### src/rtl/mux4_rr_arbiter.sv
// Round-robin arbiter that owns the select of a shared 4:1 mux and presents the muxed beat
// to one consumer over valid/ready. Define ARB_FIXED_PRIO_EN for fixed priority (req[0] highest).
module mux4_rr_arbiter #(
    parameter int DATA_W    = 1,
    parameter int MAX_BURST = 4
) (
    input  logic              clk,
    input  logic              rst,
    input  logic [3:0]        req,
    input  logic [DATA_W-1:0] i0,
    input  logic [DATA_W-1:0] i1,
    input  logic [DATA_W-1:0] i2,
    input  logic [DATA_W-1:0] i3,
    input  logic              ready,
    output logic [3:0]        gnt,
    output logic [1:0]        sel,
    output logic [DATA_W-1:0] y,
    output logic              y_valid,
    output logic              busy
);
    localparam int CW = $clog2(MAX_BURST + 1);

    typedef enum logic {IDLE, GRANT} state_t;

    state_t          state;
    logic [CW-1:0]   burst_cnt;
    logic [1:0]      nxt_idx;
    logic [1:0]      cand;
    logic            nxt_any;
    logic            xfer;
    logic            release_now;

`ifndef ARB_FIXED_PRIO_EN
    logic [1:0]      last;
    logic [1:0]      base;

    // In GRANT the pointer about to be written is sel, so scan from it directly.
    assign base = (state == GRANT) ? sel : last;

    always_comb begin
        nxt_idx = '0;
        cand    = '0;
        for (int k = 4; k >= 1; k--) begin
            cand = base + 2'(k);
            if (req[cand]) nxt_idx = cand;
        end
    end
`else
    always_comb begin
        nxt_idx = '0;
        cand    = '0;
        for (int k = 3; k >= 0; k--) begin
            cand = 2'(k);
            if (req[cand]) nxt_idx = cand;
        end
    end
`endif

    assign nxt_any = |req;

    always_comb begin
        y = i0;
        case (sel)
            2'd0: y = i0;
            2'd1: y = i1;
            2'd2: y = i2;
            2'd3: y = i3;
            default: y = i0;
        endcase
    end

    assign y_valid     = (|gnt) & req[sel];
    assign xfer        = y_valid & ready;
    assign release_now = (state == GRANT) &&
                         (!req[sel] || (xfer && burst_cnt == CW'(MAX_BURST - 1)));

    always_ff @(posedge clk) begin
        if (rst) begin
            state     <= IDLE;
            gnt       <= '0;
            sel       <= '0;
            busy      <= 1'b0;
            burst_cnt <= '0;
`ifndef ARB_FIXED_PRIO_EN
            last      <= 2'd3;
`endif
        end else begin
            case (state)
                IDLE: begin
                    if (nxt_any) begin
                        state     <= GRANT;
                        gnt       <= 4'b0001 << nxt_idx;
                        sel       <= nxt_idx;
                        busy      <= 1'b1;
                        burst_cnt <= '0;
                    end
                end
                GRANT: begin
                    if (release_now) begin
`ifndef ARB_FIXED_PRIO_EN
                        last <= sel;
`endif
                        burst_cnt <= '0;
                        if (nxt_any) begin
                            gnt <= 4'b0001 << nxt_idx;
                            sel <= nxt_idx;
                        end else begin
                            state <= IDLE;
                            gnt   <= '0;
                            sel   <= '0;
                            busy  <= 1'b0;
                        end
                    end else if (xfer) begin
                        burst_cnt <= burst_cnt + CW'(1);
                    end
                end
                default: begin
                    state <= IDLE;
                    gnt   <= '0;
                    sel   <= '0;
                    busy  <= 1'b0;
                end
            endcase
        end
    end
endmodule
### config.mk
export PLATFORM = sky130hd
export DESIGN_NAME = mux4_rr_arbiter
export DESIGN_NICKNAME = d
export VERILOG_FILES = /design/src/rtl/mux4_rr_arbiter.sv
export SDC_FILE = /design/constraint.sdc
export NUM_CORES = 1
export LEC_CHECK = 0
export ABC_AREA = 1
export CORE_UTILIZATION = 50
export CTS_CLUSTER_DIAMETER = 200
export DETAILED_ROUTE_END_ITERATION = 12
export GPL_TIMING_DRIVEN = 0
export PLACE_DENSITY = 0.78
export SYNTH_ARGS = -nofsm -noshare
export SYNTH_HDL_FRONTEND = slang
export SYNTH_SLANG_ARGS = --single-unit
export TNS_END_PERCENT = 1
### constraint.sdc
create_clock -name clk -period 3.74 [get_ports clk]
set_clock_uncertainty 0.15 [all_clocks]
set_input_delay 0.748 -clock clk [delete_from_list [all_inputs] [get_ports clk]]
set_output_delay 0.748 -clock clk [all_outputs]
set_load 0.01 [all_outputs]
==> impl_metrics.yaml <==
worst_setup_path:
  critPathMaxStageDelay_ns: 0.56
  path_buf_inv: 2
  critical_path_depth: 6
  startpoint: "req[3]"
  r2r_end: "burst_cnt[1]"
  regToRegStartpoint: "sel[0]"
  r2r_setup_slack_ns: 1.79
  cp_top_family: "buffers and inverters"
  crit_chain: "clkdlybuf4s50_1 -> nand2_1 -> nand3_1 -> nand2_1 -> a21oi_1 -> clkdlybuf4s50_1"
  worst-setup-path-type: "input port to output pin"
  endpoint_kind: "output pin"
  critPathArrivalTime_ns: 2.28
  rr_worst_depth: 10
  crit_required_ns: 2.84
  crit_fanout: 4
  cp-start-kind: "input port"
  crit_slowest_cell: "clkdlybuf4s50_1"
  endpoint: "y_valid"
timing:
  fmax_ghz: 0.3148
  hold_ws_ns: 0.3118
  tightest_slew_ns: 0.5083
  hold_violations: 0
  setup_viol: 0
  maxSlewViolCount: 0
  rsz0062_at_grt: "false"
  fin_crit_sh_pct: 84.92
  post-route-min-period_ns: 3.176
  max-slew-margin-rel_pct: 65.80
  tns_ns: 0
global_route:
  antenna_found_initial: 0
  grt_pass1_vias: 970
  grt_max_degree: 11
  met1_usage_pct: 32.27
  grtUsageMet3_pct: 5.952
  grt-busiest-layer: "met2"
  track_usage_pct: 25.52
  overflow: 0
  grt_first_pass_wirelength_mm: 3.829
  grt_util_met2_pct: 42.86
synthesis:
  yosysSeqAreaShare_pct: 27.62
  syn-instance-count: 163
  synth.distinct_cells: 18
  syn-mean-instance-area_sq_um: 5.780
  synth_area_sq_um: 942.2
  syn_nets: 177
  ys_seq_elements: 13
  yosys_warnings: 0
layout:
  final_layout_size_suffix_gt1_share_pct: 6.452
  fin_area_sq_um: 1190
  fill_cells: 165
  diodes: 0
  final_util_pct: 68.17
  fin_nets: 201
  areaGrowthSynthToFinish_pct: 26.29
clock_network:
  clock_latency_ns: 0.27
  post_cts_buffers: 0
  ctsRootBufferMaster: "clkbuf_4"
  cts_buffers: 3
  clock-sinks: 13
  tritoncts: "yes"
  post_cts_resized: 0
  clockBufferDepth: 2
  htree_levels: 1
  clk_pin_slew_ns: 0.08
  hold_buffers: 0
detailed_routing:
  drt_iter0_drc: 25
  avgRoutedWirePerCell_um: 10.22
  drt-total-wl_mm: 2.156
  firstDrtPassIters: 4
  vias: 1067
  route.detailed.drc: 0
  via_per_inst: 5.057
  ant_nets: 0
place:
  dpl.hpwl_mm: 1.791
  place.gp.congestion: 0.8515
  port_buffers: 19
  postPlaceCellArea_sq_um: 1164
floorplan:
  fp-row-count: 15
  core_sq_um: 1745
  initial_core_util_pct: 53.98
  ios: 20
  die_h_um: 45.41
  die_w_um: 45.41
  die-area_sq_um: 2062
power:
  vdd_drop_max_mv: 0.2921
  pwr_density_cell_nw_per_um2: 596.2
  power.leakage_uw: 0.0006095
status:
  status: "finished, final reports clean"
min_path:
  hold_class: "flip-flop to flip-flop"
run:
  cap_viol_max_count: 0
[power by group]
part	total [uW]	internal [uW]	leakage [uW]	switching, uW
logic	420	174	0.000488	245
clock network	86.1	41.4	0.0000150	44.7
registers	204	170	0.000107	34.0
total	709	386	0.000610	324
[synth_stat cells (all sizes together)]
cell / instances / area (sq um)
nand4: 2 / 12.51
clkbuf: 1 / 3.750
nand3b: 1 / 7.510
nand3: 13 / 65.06
nand2: 79 / 321.5
nor2: 11 / 41.29
o22ai: 1 / 6.260
ha: 3 / 37.54
o21ai: 3 / 15.01
a21oi: 12 / 60.06
dfxtp: 13 / 260.3
o221ai: 2 / 17.52
a31oi: 1 / 12.51
inv: 20 / 75.07
nor4: 1 / 6.260
[metrics by stage]
stage	instances	total power [uW]	worst slack, ns
after global placement	207	618.3	0.5683
after floorplan	163	482.9	1.661
after global routing	211	786.2	0.4597
final	211	709.5	0.5638
after detailed placement	207	624.4	0.5464
after CTS	211	711.8	0.5465
[final cells by class]
cell class                 instances  area [sq um]  share of cell area [%]
timing repair buffer              19         190.2                   15.98
buffer                             1         3.754                  0.3155
sequential                        13         260.3                   21.87
tap                               25         31.28                   2.629
inverter                          20         75.07                   6.309
multi-input combinational        129         603.1                   50.68
clock buffer                       4         26.28                   2.208
[flip-flops by register name, indices dropped and copies added (netlist names)]
name and count:
burst_cnt 3, sel 2, last 2, state 1, busy 1, gnt 4
[worst min path at each step]
stage,start,to,cells after the start
2_1_floorplan,burst_cnt[0],burst_cnt[0],1
3_3_place_gp,burst_cnt[0],burst_cnt[0],1
3_5_place_dp,burst_cnt[0],burst_cnt[0],1
4_1_cts,burst_cnt[2],burst_cnt[2],2
5_1_grt,burst_cnt[2],burst_cnt[2],2
6_report,burst_cnt[2],burst_cnt[2],2
[cells in the final DEF (no fill, tap or decap), types with 4 or more instances in the layout]
cell type / n
nand2_1: 73
clkdlybuf4s50_1: 19
inv_1: 18
nand3_1: 13
dfxtp_1: 13
a21oi_1: 12
nor2_1: 11
nand2_2: 4
[worst register-to-register path, delay by kind of cell (launching register included)]
kind	cells	cell delay, ns
AND/OR/NAND/NOR	7	0.78
buffers and inverters	1	0.08
flip-flops	1	0.48
AO/OA/AOI/OAI	2	0.39
[per-layer routing]
metal	share of wire, %	wire (um)
met1	48	1041
met2	47	1005
met3	3.8	81
met4	1.3	28
met5	0	0
[kinds of logic after synthesis]
| family | synth area share (%) |
|---|---|
| and+or+nand+nor | 48.21 |
| buffers and inverters | 8.366 |
| AOI/OAI and AO/OA | 11.82 |
| DFF | 27.62 |
| adders and majority gates | 3.984 |
(Power assumes the default switching activity.)
